`src/rtl/countermod_n.sv`:
```
// Modulo-MODULUS up/down counter with enable, clear, load and one-shot stop; tc flag is combinational.
// Latency: value/wrap/done register on the edge after sampling, tc zero latency; no backpressure.
module countermod_n #(
  parameter int MODULUS     = 10,
  parameter int RESET_VALUE = 0,
  localparam int WIDTH      = (MODULUS > 1) ? $clog2(MODULUS) : 1
) (
  input  logic             clock,
  input  logic             reset,
  input  logic             enable,
  input  logic             clear,
  input  logic             load,
  input  logic [WIDTH-1:0] load_value,
  input  logic             up,
  input  logic             one_shot,
  output logic [WIDTH-1:0] value,
  output logic             tc,
  output logic             wrap,
  output logic             done
);

  localparam logic [0:0]       RUN     = 1'b0;
  localparam logic [0:0]       DONE    = 1'b1;
  localparam logic [WIDTH-1:0] MAX     = WIDTH'(MODULUS - 1);
  localparam logic [WIDTH-1:0] RST_VAL = WIDTH'(RESET_VALUE);
  localparam logic [WIDTH:0]   MOD_EXT = (WIDTH + 1)'(MODULUS);

  logic [0:0]       state;
  logic [0:0]       state_nxt;
  logic [WIDTH-1:0] value_nxt;
  logic             wrap_nxt;
  logic             at_top;
  logic             at_bot;
  logic [WIDTH-1:0] load_sat;
  logic [WIDTH-1:0] step_val;

  assign at_top = (value == MAX);
  assign at_bot = (value == '0);
  assign tc     = up ? at_top : at_bot;

  // Out-of-range loads clamp to the top of the range rather than aliasing.
  assign load_sat = ({1'b0, load_value} >= MOD_EXT) ? MAX : load_value;

  // Explicit terminal compares keep non-power-of-2 moduli inside 0..MODULUS-1.
  always_comb begin
    step_val = value;
    if (up) begin
      step_val = at_top ? '0 : value + WIDTH'(1);
    end else begin
      step_val = at_bot ? MAX : value - WIDTH'(1);
    end
  end

  always_comb begin
    value_nxt = value;
    state_nxt = state;
    wrap_nxt  = 1'b0;
    if (clear) begin
      value_nxt = RST_VAL;
      state_nxt = RUN;
    end else if (load) begin
      value_nxt = load_sat;
      state_nxt = RUN;
    end else if (enable && (state == RUN)) begin
      if (tc && one_shot) begin
        state_nxt = DONE;
      end else begin
        value_nxt = step_val;
        wrap_nxt  = tc;
      end
    end
  end

  always_ff @(posedge clock or negedge reset) begin
    if (!reset) begin
      value <= RST_VAL;
      state <= RUN;
      wrap  <= 1'b0;
    end else begin
      value <= value_nxt;
      state <= state_nxt;
      wrap  <= wrap_nxt;
    end
  end

  assign done = (state == DONE);

endmodule
```
`config.mk`:
```
export PLATFORM = sky130hd
export DESIGN_NAME = countermod_n
export DESIGN_NICKNAME = d
export VERILOG_FILES = /design/src/rtl/countermod_n.sv
export SDC_FILE = /design/constraint.sdc
export NUM_CORES = 1
export LEC_CHECK = 0
export CAP_MARGIN = 10
export CORE_ASPECT_RATIO = 0.9
export CORE_MARGIN = 1.5
export CORE_UTILIZATION = 35
export CTS_CLUSTER_DIAMETER = 40
export DETAILED_ROUTE_END_ITERATION = 7
export HOLD_SLACK_MARGIN = 0.12
export PLACE_DENSITY = 0.63
export SLEW_MARGIN = 20
export SYNTH_ARGS = -nofsm -noshare
export SYNTH_HDL_FRONTEND = slang
export SYNTH_SLANG_ARGS = --single-unit
export TNS_END_PERCENT = 1
```
`constraint.sdc`:
```
create_clock -name clock -period 1.9 [get_ports clock]
set_input_delay 0.38 -clock clock [delete_from_list [all_inputs] [get_ports clock]]
set_output_delay 0.38 -clock clock [all_outputs]
set_load 0.02 [all_outputs]
```
==> results.md <==
- Setup Skew: 2.04 ps
- Class of the worst hold path: in -> async
- Max Cap Violations: 0
- Crit path DAT: 1430 ps
- Final GP Congestion: 0.747
- Port bufs: 17
- Fraction of registers with async set or reset after synthesis: 100%
- Rel. slew slack: 70.4%
- Vias in the first global route: 539
- Final Core Density: 59.4%
- Post-route ant nets: 0
- Setup crit start: value[0]$_DFFE_PN0P_
- CP Capture Type: output pin
- Worst-Margin Slew: 433 ps
- Post-synth EDFFs: 0
- Initial antenna violation count: 0
- Max Clock Freq: 0.552 GHz
- Syn. warnings: 0
- Reg-to-Reg Start: value[0]$_DFFE_PN0P_
- Die area: 0.00175 mm2
- Min cycle time layout: 1810 ps
- R2R depth: 6
- CP Launch Type: flip-flop
- Largest net degree at the start of global routing: 14
- Worst R2R End: value[2]$_DFFE_PN0P_
- Finished Layout Cells: 109
- Seq. cell area: 150 um2
- Row count: 13
- Final period util: 95.4%
- Final setup violation count: 0
- Dpl hpwl: 1060 um
- Core area: 0.00143 mm2
- Global-route wire length before repair: 2410 um
- Post-synth cell types: 35
- Post-DR vias/cell: 5.45
- H-tree Lvls: 1
- Cts hold-fix bufs: 0
- Top_reg_cell synth: dfrtp_1
- First DRT Iteration DRCs: 12
- Post-Route WL: 1420 um
- Hold Violations, Final: 0
- CTS sink cnt: 6
- Die Y-Extent: 39.9 um
- DRC Markers: 0
- Post-synthesis sequential area ratio: 28.4%
- Internal reg-to-reg setup slack: 100 ps
- Overall Power: 0.468 mW
- Multi-input gate area: 342 um2
- Starting Density: 37.0%
- Antenna cell count: 0
- Layout area overhead: 60.5%
- Dpl cells: 104
- Most frequent cells in the layout: buf_4, clkdlybuf4s50_1, dfrtp_1
- Required time of the critical path: 1520 ps
- Post-synth design cell area: 529 um2
- WL per Instance: 13.0 um
- CTS tree: built
- Num CTS Buffers: 3
- IO Pins: 18
- Cell Pwr Density: 551 mW/mm2
- Post-synthesis register bit count: 6
- Synth Net Count: 74
- Unrepaired setup endpoints after global routing: false
- Clk Latency, worst-skew pair: 240 ps
- Crit Path Category: reg -> out
- Tot GR Track Use: 19.5%
- Clock transition at path regs: 50 ps
- Max Buffers Root-to-Sink: 2
- Syn avg cell area: 8.40 um2
- # fillers: 140
- Post-Synthesis Cells: 63
- Crit path max fanout: 2
- P_leak: 0.373 nW
- Total congestion overflow: 0
- Fin nets: 107
- Final Slew Violations: 0
- Outcome: complete, no violations
- Layout cells sized above 1: 25.5%
- Die X: 44.0 um
- Pre-Repair DR Iteration Count: 4
- Root Driver: clkbuf_4
- Max rail drop VDD: 0.366 mV
- Via Count: 594
- Commonest non-fill, non-tap cell in the layout: buf_4
critical path: stages, from the launching register on:
cell and delay (ps):
dfrtp_1 380, or3_4 400, a211oi_2 230, buf_4 180
cell families after synthesis:
group | Yosys count | share of synthesized area (%)
muxes | 1 | 1.89
and+or+nand+nor | 18 | 20.8
xor gates and xnor gates | 1 | 1.66
AOI/OAI and AO/OA | 26 | 39.2
DFF | 6 | 28.4
buffers and inverters | 11 | 8.04
report_power, final:
part	internal [mW]	total, mW	switching, mW
Combinational	0.108	0.203	0.0958
Clock	0.0717	0.121	0.0490
Sequential	0.137	0.144	0.00727
Total	0.316	0.468	0.152
cell type report:
class | instances | share of cell area, %
multi-input combinational | 46 | 40.2
timing repair buffer | 34 | 35.1
clock buffer | 3 | 2.65
sequential | 6 | 17.7
tap | 15 | 2.21
inverter | 5 | 2.21
metrics by stage:
step	hold WS (ps)	area, um2	setup WS (ps)	setup TNS [ps]
detailed placement	599	812	-518	-1940
global placement	589	812	-525	-1940
global route	401	850	22.4	0
finish	377	850	87.0	0
floorplan	84.4	534	60.8	0
CTS	385	850	85.2	0
per-layer routing:
layer  track usage [%]  wire (um)
met4              9.09         23
met1              26.4        659
met3              2.76         61
met5                 0          0
met2              30.5        671
sequential cells by signal, indices dropped and copies added, names as in the netlist:
signal  flops
wrap        1
done        1
value       4
what timing repair did:
action                     4_1_cts  5_1_grt
resized for setup                7        0
buffers inserted                 2        0
setup endpoints to repair        5        0
hold endpoints to repair         0        0
synthesized netlist by cell type, drive strengths merged, types with 3 or more instances:
cell,n,area (um2)
nor2b,3,18.8
inv,5,18.8
o21ai,4,20.0
nor3,3,15.0
dfrtp,6,150
clkbuf,4,15.0
o211ai,3,22.5
how the worst max path moves through the flow:
stage,end,depth (start not counted)
after floorplan,value[0]$_DFFE_PN0P_,4
after global placement,tc,4
after detailed placement,tc,4
after CTS,tc,3
after global routing,value[2]$_DFFE_PN0P_,6
final,tc,3
(Power assumes the default switching activity.)
